--- src/rtl/jtframe_mailbox.sv ---
// jtframe_mailbox: bidirectional main/sound CPU mailbox with NMI gating and overflow flags
module jtframe_mailbox_fifo #(
  parameter int DW = 8,
  parameter int AW = 2,
  parameter int LATCH = 0,
  parameter logic [DW-1:0] EMPTY_VAL = {DW{1'b1}}
) (
  input  logic          clk,
  input  logic          rst,
  input  logic [DW-1:0] din,
  input  logic          wr,
  input  logic          rd,
  output logic [DW-1:0] dout,
  output logic          empty,
  output logic          full,
  output logic [AW:0]   cnt,
  output logic          ovf_ev
);
  localparam int IW = AW > 0 ? AW : 1;
  localparam logic [AW:0] MSB = (AW+1)'(1) << AW;
  logic [DW-1:0] mem [2**AW];
  logic [AW:0]   wptr, rptr, wlast;
  logic [IW-1:0] wa, ra, la;
  logic          push, pop;
  assign wlast  = wptr - (AW+1)'(1);
  assign wa     = AW == 0 ? '0 : IW'(wptr);
  assign ra     = AW == 0 ? '0 : IW'(rptr);
  assign la     = AW == 0 ? '0 : IW'(wlast);
  assign empty  = wptr == rptr;
  assign full   = (wptr ^ rptr) == MSB;
  assign cnt    = wptr - rptr;
  assign push   = wr & (~full | rd);
  assign pop    = rd & ~empty;
  assign ovf_ev = wr & full & ~rd;
  assign dout   = empty ? EMPTY_VAL : mem[ra];
  // pointer update; a pop on a full FIFO frees the slot the concurrent push takes
  always_ff @(posedge clk or posedge rst)
    if (rst) begin
      wptr <= '0;
      rptr <= '0;
    end else begin
      if (push) wptr <= wptr + (AW+1)'(1);
      if (pop) rptr <= rptr + (AW+1)'(1);
    end
  // storage, unreset; in latch mode an overflowing write replaces the newest entry
  always_ff @(posedge clk)
    if (push) mem[wa] <= din;
    else if (ovf_ev && LATCH != 0) mem[la] <= din;
endmodule

module jtframe_mailbox #(
  parameter int DW = 8,
  parameter int AW = 2,
  parameter int LATCH = 0,
  parameter logic [DW-1:0] EMPTY_VAL = {DW{1'b1}}
) (
  input  logic          clk,
  input  logic          rst,
  input  logic [DW-1:0] main_din,
  input  logic          main_wr,
  input  logic          main_rd,
  output logic [DW-1:0] main_dout,
  output logic          main_empty,
  output logic          main_full,
  input  logic [DW-1:0] snd_din,
  input  logic          snd_wr,
  input  logic          snd_rd,
  output logic [DW-1:0] snd_dout,
  output logic          snd_empty,
  output logic          snd_full,
  output logic [AW:0]   m2s_cnt,
  output logic [AW:0]   s2m_cnt,
  input  logic          nmi_set,
  input  logic          nmi_clr,
  output logic          nmi_n,
  output logic [1:0]    ovf,
  input  logic          ovf_clr
);
  logic m2s_ev, s2m_ev, nmi_en;
  jtframe_mailbox_fifo #(.DW(DW), .AW(AW), .LATCH(LATCH), .EMPTY_VAL(EMPTY_VAL)) u_m2s (
    .clk(clk), .rst(rst), .din(main_din), .wr(main_wr), .rd(snd_rd), .dout(snd_dout),
    .empty(snd_empty), .full(main_full), .cnt(m2s_cnt), .ovf_ev(m2s_ev)
  );
  jtframe_mailbox_fifo #(.DW(DW), .AW(AW), .LATCH(LATCH), .EMPTY_VAL(EMPTY_VAL)) u_s2m (
    .clk(clk), .rst(rst), .din(snd_din), .wr(snd_wr), .rd(main_rd), .dout(main_dout),
    .empty(main_empty), .full(snd_full), .cnt(s2m_cnt), .ovf_ev(s2m_ev)
  );
  // sticky overflow flags, a fresh overflow beats a clear; NMI enable where clear beats set
  always_ff @(posedge clk or posedge rst)
    if (rst) begin
      ovf    <= 2'b00;
      nmi_en <= 1'b0;
      nmi_n  <= 1'b1;
    end else begin
      ovf    <= (ovf & {2{~ovf_clr}}) | {s2m_ev, m2s_ev};
      nmi_en <= ~nmi_clr & (nmi_set | nmi_en);
      nmi_n  <= ~(nmi_en & ~snd_empty);
    end
endmodule

--- config.mk ---
export PLATFORM = sky130hd
export DESIGN_NAME = jtframe_mailbox
export DESIGN_NICKNAME = d
export VERILOG_FILES = /design/src/rtl/jtframe_mailbox.sv
export SDC_FILE = /design/constraint.sdc
export NUM_CORES = 1
export LEC_CHECK = 0
export ABC_CLOCK_PERIOD_IN_PS = 3500
export BUFFER_PORTS_ARGS = -buffer_cell sky130_fd_sc_hd__buf_4
export CELL_PAD_IN_SITES_DETAIL_PLACEMENT = 0
export CELL_PAD_IN_SITES_GLOBAL_PLACEMENT = 1
export CORE_ASPECT_RATIO = 1.5
export CORE_MARGIN = 4
export CORE_UTILIZATION = 51
export DETAILED_ROUTE_END_ITERATION = 16
export HOLD_SLACK_MARGIN = 0.15
export PLACE_DENSITY = 0.85
export REMOVE_ABC_BUFFERS = 1
export SYNTH_ARGS = -nofsm -noshare
export SYNTH_HDL_FRONTEND = slang
export SYNTH_SLANG_ARGS = --single-unit
--- constraint.sdc ---
create_clock -name clk -period 3.5 [get_ports clk]
set_clock_uncertainty 0.2 [all_clocks]
set_input_delay 0.35 -clock clk [delete_from_list [all_inputs] [get_ports clk]]
set_output_delay 0.35 -clock clk [all_outputs]
set_load 0.02 [all_outputs]
==> flow_summary.yaml, run 1 <==
status:
  status: "complete, no violations"
critical_path:
  worst_ep_arrival_time_ps: 2380
  worstPathMaxFanout: 12
  crit_type: "flop to output pin"
  crit_start: "u_s2m.rptr[1]"
  path_cells: "inv_1 > ha_1 > nand2_1 > nor2_1 > or2_2 > buf_4"
  required_ps: 2950
  critPathLaunchType: "flop"
  cp_slowest_cell: "dfrtp_1"
  crit_path_end_kind: "output pin"
  rr_startpoint: "u_s2m.rptr[0]"
  critPathMaxStageDelay_ps: 670
global_routing:
  antenna_found_initial: 0
  grt_pass1_vias: 2046
  grt_usage: 0.168
  grt_overflow_total: 0
  grt_max_degree: 17
  grt_pass1_wl_microns: 10100
clocking:
  clk_path_buf_depth: 2
  cts_made_buffers: 9
  hold_buffers: 24
  htreeDepth: 3
  clkTransAtPathRegs_ps: 80
  cts_root_buf: "clkbuf_8"
  cts.sinks: 80
  post-cts-setup-buffers: 0
  cts_tree: "built"
  post_cts_resized: 0
  worstSkewPairLatency_ps: 340
floorplan:
  num_rows: 36
  die_h_microns: 109
  die_area_sq_mm: 0.00820
  ios: 54
  initial_utilization: 0.530
  core-area_sq_mm: 0.00653
  die_x_microns: 75.3
layout:
  diodes: 0
  instances_no_fill: 372
  area_growth_pct: 26.5
  fin_area_sq_mm: 0.00438
  fin_util: 0.671
  nets: 332
  drive_gt1_frac: 0.345
synth:
  ys_types: 29
  ys_ff_latch: 80
  syn_inst: 207
  syn_area_per_cell_sq_um: 16.7
  synth_area_sq_mm: 0.00346
  yosys_warnings: 0
  synth-seq-area-share: 0.671
sta:
  fmax_ghz: 0.341
  rsz0062_at_grt: "no"
  slew_headroom: 0.575
  slew_violations: 0
  setup_viol: 0
  tightest_slew_ps: 638
  post-route-period-util: 0.837
  worst_slack_ps: 571
  period_minus_slack_ps: 2930
  fin_tns_setup_ps: 0
  hold_viol: 0
power:
  p_sw_w: 0.00166
  ir_drop_v: 0.000742
  p_int_w: 0.00263
  leakage_nw: 1.75
  sw_frac_of_total: 0.388
  p_clk_frac: 0.164
  pwr-share-seq: 0.353
  p_per_area_mw_per_mm2: 979
  pwr-share-comb: 0.484
placement:
  place_congestion: 0.809
  portBuffers: 53
  place_ws_ps: 888
  hpwl_microns: 4300
  postPlaceCellArea_sq_mm: 0.00393
  dp.cells: 332
hold_path:
  holdCritStartpoint: "main_wr"
  hold_path.class: "primary input to flop"
drt:
  wl_per_cell_microns: 16.6
  drcViolationCount: 0
  vias_per_cell: 5.19
  drtPass1Iterations: 4
  ant_nets: 0
  vias: 1930
  routed_wl_microns: 6180
  drt_iter0_drc: 95
job:
  drv_cap: 0
==> layer usage <==
layer / share of wire / vias up / wire length, microns / GRT usage
li1: - / 941 / - / -
met1: 0.41 / 933 / 2510 / 0.202
met2: 0.53 / 52 / 3290 / 0.287
met3: 0.053 / 4 / 325 / 0.0489
met4: 0.0086 / 0 / 53 / 0.0488
met5: 0 / - / 0 / 0
==> state kept, by name, indices dropped and copies added (netlist names) <==
| name | count |
|---|---|
| u_s2m.mem | 32 |
| nmi_n | 1 |
| u_m2s.mem | 32 |
| u_s2m.rptr | 3 |
| u_s2m.wptr | 3 |
| u_m2s.rptr | 3 |
| nmi_en | 1 |
| ovf | 2 |
| u_m2s.wptr | 3 |
==> per-stage QoR <==
stage               hold slack, ps  total power, W
detailed placement             223         0.00362
finish                         208         0.00429
global placement               221         0.00359
global route                   201         0.00459
floorplan                     63.0         0.00281
CTS                            187         0.00436
==> cell type report <==
type                       count  area, sq um
sequential                    80         2320
tap                           76         95.1
multi-input combinational    108         1060
clock buffer                   9          124
timing repair buffer          77          638
inverter                      15         56.3
fill                         467         2150
clock inverter                 7         86.3
==> cell families (layout without fill, tap and decap cells) <==
family	count (synthesis)	count (layout)	synth area share
multiplexers	20	20	0.117
AND/OR/NAND/NOR	50	50	0.0784
buffers and inverters	19	108	0.0238
XOR/XNOR	10	10	0.0253
AO/OA/AOI/OAI	12	12	0.0224
adder cells (fa/ha/maj)	16	16	0.0621
flip-flops	80	80	0.671
==> layout by cell type, fill, tap and decap left out <==
master / Yosys / routed
a221o_1: 1 / 1
and3_1: 9 / 9
buf_4: 1 / 53
bufinv_16: 0 / 1
clkbuf_8: 0 / 9
clkinv_4: 0 / 1
clkinvlp_4: 0 / 1
dfrtp_1: 15 / 15
dfstp_2: 1 / 1
dlygate4sd3_1: 0 / 24
edfxtp_1: 64 / 64
fa_1: 2 / 2
ha_1: 14 / 14
inv_1: 15 / 15
inv_6: 0 / 2
inv_8: 0 / 2
mux2_1: 1 / 1
mux2_2: 3 / 3
mux4_2: 16 / 16
nand2_1: 8 / 8
nand2b_1: 2 / 2
nand3b_1: 2 / 2
nor2_1: 10 / 10
nor3b_1: 1 / 1
o21ai_0: 3 / 3
o21ai_1: 3 / 3
o22ai_1: 2 / 2
o311ai_0: 2 / 2
o31ai_1: 1 / 1
or2_1: 3 / 3
or2_2: 13 / 13
or3_1: 2 / 2
xnor2_1: 8 / 8
xor2_1: 2 / 2
==> synth_stat cells, drive strengths merged <==
master	instances	area [sq um]
fa	2	40.0
clkbuf	2	7.51
o31ai	1	7.51
mux4	16	360
edfxtp	64	1920
dfstp	1	26.3
xnor2	8	70.1
ha	14	175
or3	2	12.5
nand2b	2	12.5
inv	15	56.3
xor2	2	17.5
nand2	8	30.0
or2	16	100
a221o	1	10.0
o311ai	2	17.5
dfrtp	15	375
mux2	4	45.0
nor3b	1	7.51
o21ai	6	30.0
nor2	10	37.5
buf	2	18.8
o22ai	2	12.5
nand3b	2	15.0
and3	9	56.3
==> path summary, 6_finish.rpt <==
| kind | to | slack [ps] | depth (start not counted) |
|---|---|---|---|
| setup / recovery | main_dout[2] | 570 | 6 |
| hold / removal | u_m2s.wptr[0] | 210 | 3 |
| setup reg to reg | u_s2m.mem[0][1] | 990 | 4 |
| hold reg to reg | nmi_n | 240 | 1 |
| max in group asynchronous | u_s2m.rptr[1] | 2270 | 3 |
| min in group asynchronous | u_m2s.wptr[2] | 440 | 3 |
==> power groups by stage <==
stage / Clock, W / Sequential (W) / Combinational, W
after floorplan: 0 / 0.00149 / 0.00133
after detailed placement: 0 / 0.00154 / 0.00208
after global placement: 0 / 0.00153 / 0.00206
after global routing: 0.000768 / 0.00155 / 0.00226
final: 0.000702 / 0.00151 / 0.00207
after CTS: 0.000721 / 0.00152 / 0.00211
==> worst max-delay path: cells and delay by family, from the launching register on <==
kind | cells | cell delay (ps)
adders and majority gates | 1 | 330
DFF | 1 | 670
and+or+nand+nor | 3 | 810
buffers and inverters | 2 | 220
Power figures use the tool's default switching activity.
==> run 2, diff against run 1 <==
ABC_AREA = 1   (was default)
ABC_CLOCK_PERIOD_IN_PS = 2400   (was 3500)
CORE_UTILIZATION = 40   (was 51)
PLACE_DENSITY = 0.76   (was 0.85)
clock period = 2.4 ns   (was 3.5 ns; I/O delays follow)
==> flow_summary.yaml, run 2 <==
sta:
  slew_headroom: 0.551
  fmax_ghz: 0.443
  period_minus_slack_ps: 2260
  tightest_slew_ps: 673
  worst_slack_ps: 144
  setup_viol: 0
  hold_viol: 0
  post-route-period-util: 0.940
  rsz0062_at_grt: "no"
  slew_violations: 0
  hold_ws_ps: 202
floorplan:
  initial_utilization: 0.412
  die_area_sq_mm: 0.0107
  num_rows: 42
  die_x_microns: 85.8
  core-area_sq_mm: 0.00883
  die_h_microns: 125
  ios: 54
power:
  ir_drop_v: 0.000967
  p_int_w: 0.00412
  p_clk_frac: 0.212
  p_total_w: 0.00687
  pwr-share-seq: 0.296
  pwr-share-comb: 0.492
  leakage_nw: 2.20
  p_sw_w: 0.00274
  p_per_area_mw_per_mm2: 1430
  sw_frac_of_total: 0.400
drt:
  drtPass1Iterations: 4
  vias: 2478
  drt_iter0_drc: 102
  wl_per_cell_microns: 12.9
  routed_wl_microns: 6920
  ant_nets: 0
  drcViolationCount: 0
  vias_per_cell: 4.62
critical_path:
  crit_path_end_kind: "output pin"
  r2r_setup_slack_ps: 280
  worst_ep_arrival_time_ps: 1820
  crit_type: "flop to output pin"
  critPathLaunchType: "flop"
  required_ps: 1960
  worstPathMaxFanout: 13
synth:
  ys.flop_type: "edfxtp_1"
  ys_types: 23
  async_reset_ff_frac: 0.200
  yosys.area.top_type_share: 0.529
  syn_inst: 330
  yosys_warnings: 0
  syn_area_per_cell_sq_um: 11.0
  synth_area_sq_mm: 0.00364
  synth-seq-area-share: 0.639
  synthTopCellsByCount: "inv_1, edfxtp_1, nand2_1, nand3_1"
  ys_top_cells_by_area: "edfxtp_1, dfrtp_1, inv_1, nand2_1, ha_1"
  synth_most_common_cell: "inv_1"
  synth_edf_count: 64
  ys_ff_latch: 80
  yosysTopAreaCell: "edfxtp_1"
global_routing:
  grt_max_degree: 36
  grt_overflow_total: 0
  grt_pass1_wl_microns: 11300
  antenna_found_initial: 0
  grt_pass1_vias: 2350
  grt_usage: 0.136
clocking:
  htreeDepth: 3
  clkTransAtPathRegs_ps: 60
  cts_tree: "built"
  clk_path_buf_depth: 2
  cts_made_buffers: 9
  cts_root_buf: "clkbuf_16"
  worstSkewPairLatency_ps: 330
  cts.sinks: 80
placement:
  hpwl_microns: 4840
  place_ws_ps: 349
  portBuffers: 53
  place_congestion: 0.816
layout:
  mostFrequentLayoutCells: "buf_4, inv_1, edfxtp_1"
  nets: 462
  diodes: 0
  drive_gt1_frac: 0.204
  reg_top3: "u_m2s.mem x32, u_s2m.mem x32"
  mostFrequentLayoutCell: "buf_4"
  area_growth_pct: 32.0
hold_path:
  hold_path.class: "flop to flop"
status:
  status: "complete, no violations"
job:
  drv_cap: 0
[run 2: cells by family (layout without fill, tap and decap cells)]
kind of cell,Yosys count,count (layout),synth area share
and+or+nand+nor,99,99,0.119
AOI/OAI and AO/OA,50,50,0.0805
buffers and inverters,79,175,0.0874
xor gates and xnor gates,6,6,0.0145
adders and majority gates,16,16,0.0592
DFF,80,80,0.639
[run 2: final cells by class]
type	count	area (sq um)
well taps	110	138
clock inverters	7	101
inverters	67	251
fillers	782	4030
multi-input cells	171	1000
flip-flops and latches	80	2320
repair buffers	92	756
clock buffers	9	225
[run 2: layer usage]
layer / GRT usage / up-vias / share of wire
li1: - / 1281 / -
met3: 0.0338 / 15 / 0.049
met1: 0.158 / 1126 / 0.40
met4: 0.0746 / 0 / 0.029
met2: 0.228 / 56 / 0.52
met5: 0 / - / 0
[run 2: worst paths after layout]
check | start | endpoint | depth (start not counted)
max reg2reg | u_s2m.rptr[1] | ovf[1] | 7
min in group asynchronous | rst | u_m2s.rptr[1] | 3
max | u_s2m.rptr[1] | main_dout[1] | 7
min reg2reg | nmi_en | nmi_n | 1
min | nmi_en | nmi_n | 1
max in group asynchronous | rst | u_s2m.wptr[0] | 3
[run 2: repair_timing]
item,in CTS,in global routing
resized for setup,1,1
hold buffers,26,0
buffers inserted,0,3
setup endpoints to repair,1,13
endpoints found under the hold margin,94,0
[run 2: power groups by stage]
stage	sequential, W	clock (W)	combinational, W
5_1_grt	0.00206	0.00157	0.00372
3_3_place_gp	0.00205	0	0.00325
3_5_place_dp	0.00206	0	0.00328
4_1_cts	0.00203	0.00150	0.00336
2_1_floorplan	0.00214	0	0.00187
6_report	0.00203	0.00146	0.00338
[run 2: per-stage QoR]
stage	instances	utilization	setup TNS, ps	cell area (sq um)
floorplan	318	-	-2580	3570
global placement	491	0.473	0	4180
detailed placement	491	0.473	0	4180
CTS	533	0.541	0	4770
global route	536	0.544	0	4800
finish	536	0.544	0	4800
[run 2: worst max-delay path, cell delays in order, from the launching register on]
cell,delay [ps]
dfrtp_1,430
clkinv_1,130
ha_1,300
nand2_1,80
inv_1,80
nand2_4,160
nand3_1,120
buf_4,170
==> run 3, diff against run 2 <==
==> constraint.sdc (replaced) <==
create_clock -name clk -period 2.4 [get_ports clk]
set_clock_uncertainty 0.2 [all_clocks]
set_input_delay 0.48 -clock clk [delete_from_list [all_inputs] [get_ports clk]]
set_output_delay 0.48 -clock clk [all_outputs]
set_load 0.02 [all_outputs]
==> flow_summary.yaml, run 3 (same netlist as run 2, synthesis figures left out) <==
sta:
  worst_slack_ps: 84.2
  post-route-period-util: 0.965
  slew_headroom: 0.551
  hold_ws_ps: 173
  period_minus_slack_ps: 2320
  tightest_slew_ps: 673
  hold_viol: 0
  setup_viol: 0
  fmax_ghz: 0.432
  slew_violations: 0
layout:
  multi_input_area_sq_mm: 0.00106
  layout.area.seq_sq_mm: 0.00232
  diodes: 0
  area_growth_pct: 32.0
  fin_area_sq_mm: 0.00480
  reg_top3: "u_m2s.mem x32, u_s2m.mem x32"
  nets: 461
  nFillCells: 793
  drive_gt1_frac: 0.249
  mostFrequentLayoutCell: "buf_4"
  mostFrequentLayoutCells: "buf_4, edfxtp_1, inv_1"
floorplan:
  ios: 54
  die_x_microns: 85.8
  die_area_sq_mm: 0.0107
  die_h_microns: 125
  num_rows: 42
  core-area_sq_mm: 0.00883
  initial_utilization: 0.412
critical_path:
  crit_path_end_kind: "output pin"
  rr_endpoint: "u_s2m.mem[3][6]"
  worstPathMaxFanout: 4
  rr_startpoint: "u_s2m.rptr[1]"
  reg2reg_depth: 7
  critPathMaxStageDelay_ps: 370
  cp_slowest_cell: "fa_1"
  crit_type: "flop to output pin"
  worst_ep_arrival_time_ps: 1640
  required_ps: 1720
  r2r_setup_slack_ps: 400
  crit_family: "adder cells"
  crit_buf_inv: 2
  path_cells: "inv_2 > ha_1 > fa_1 > xor2_1 > buf_4"
  crit_cells: 5
  critPathLaunchType: "flop"
power:
  p_clk_frac: 0.195
  pwr-share-comb: 0.516
  p_total_w: 0.00701
  sw_frac_of_total: 0.412
  p_int_w: 0.00412
  p_per_area_mw_per_mm2: 1460
  pwr-share-seq: 0.289
  leakage_nw: 2.19
  ir_drop_v: 0.000972
  p_sw_w: 0.00289
drt:
  drtPass1Iterations: 5
  drcViolationCount: 0
  vias_per_cell: 4.74
  drt_iter0_drc: 71
  vias: 2534
  routed_wl_microns: 7300
  ant_nets: 0
  wl_per_cell_microns: 13.6
clocking:
  cts_root_buf: "clkbuf_16"
  cts_tree: "built"
  cts.sinks: 80
  clkTransAtPathRegs_ps: 60
  clk_path_buf_depth: 2
  worstSkewPairLatency_ps: 320
  htreeDepth: 3
  cts_made_buffers: 9
placement:
  portBuffers: 53
  place_congestion: 0.775
  hpwl_microns: 4770
  place_ws_ps: 170
  postPlaceCellArea_sq_mm: 0.00418
global_routing:
  grt_pass1_wl_microns: 11600
  grt_overflow_total: 0
  grt_pass1_vias: 2487
  grt_usage: 0.138
  antenna_found_initial: 0
  grt_max_degree: 36
hold_path:
  worstHoldEndpoint: "nmi_en"
  hold_path_depth: 3
  holdCritStartpoint: "nmi_set"
  hold_path.class: "primary input to flop"
job:
  drv_cap: 0
status:
  status: "complete, no violations"
## run 3: changes by cell type in the layout (fill, tap and decap cells not counted), sizes merged
cell,previous run,this run
buf,66,70
bufinv,2,1
clkinvlp,0,1
dlygate4sd3,26,19
nand2,59,61
## run 3: layout make-up
class	instances	share of cell area
timing repair buffer	89	0.149
clock inverter	7	0.0167
inverter	67	0.0524
clock buffer	9	0.0469
tap	110	0.0287
multi-input combinational	173	0.222
sequential	80	0.484
## run 3: worst reg2reg max path: stages, from the launching register on
cell	delay, ps
dfrtp_1	350
clkinv_1	80
ha_1	290
nand2_1	90
inv_2	80
nand3_2	130
nand2_1	80
inv_1	340
## run 3: timing repair
item,CTS,global route
pin swaps,0,1
hold buffers,19,0
resized for setup,4,12
setup buffers,6,1
cloned,0,2
endpoints found under the hold margin,82,0
endpoints found under the setup margin,22,21
## run 3: how the worst max path moves through the flow
| stage | from | to | slack [ps] |
|---|---|---|---|
| detailed placement | u_m2s.rptr[1] | snd_dout[7] | 170 |
| CTS | u_s2m.wptr[0] | main_dout[1] | 7 |
| global route | u_m2s.wptr[0] | snd_dout[0] | -7 |
| finish | u_m2s.wptr[0] | m2s_cnt[2] | 80 |
| floorplan | u_s2m.rptr[0] | u_s2m.mem[0][0] | -60 |
| global placement | u_m2s.rptr[1] | snd_dout[2] | 220 |
## run 3: per-stage QoR
stage | util | instances | TNS (ps)
global route | 0.544 | 535 | -8.70
global placement | 0.473 | 491 | 0
detailed placement | 0.473 | 491 | 0
CTS | 0.536 | 532 | 0
finish | 0.544 | 535 | 0
floorplan | - | 318 | -2580
## run 3: power by group through the flow
stage | clock (W) | sequential (W) | combinational [W]
after floorplan | 0 | 0.00214 | 0.00187
after global placement | 0 | 0.00204 | 0.00326
after detailed placement | 0 | 0.00205 | 0.00327
after CTS | 0.00141 | 0.00200 | 0.00348
after global routing | 0.00146 | 0.00206 | 0.00399
final | 0.00137 | 0.00202 | 0.00362
## run 3: routing by layer
layer	GRT usage	routed length, microns	up-vias
li1	-	-	1277
met5	0	0	-
met1	0.157	2920	1210
met2	0.244	4030	42
met4	0.0485	70	0
met3	0.0357	280	5
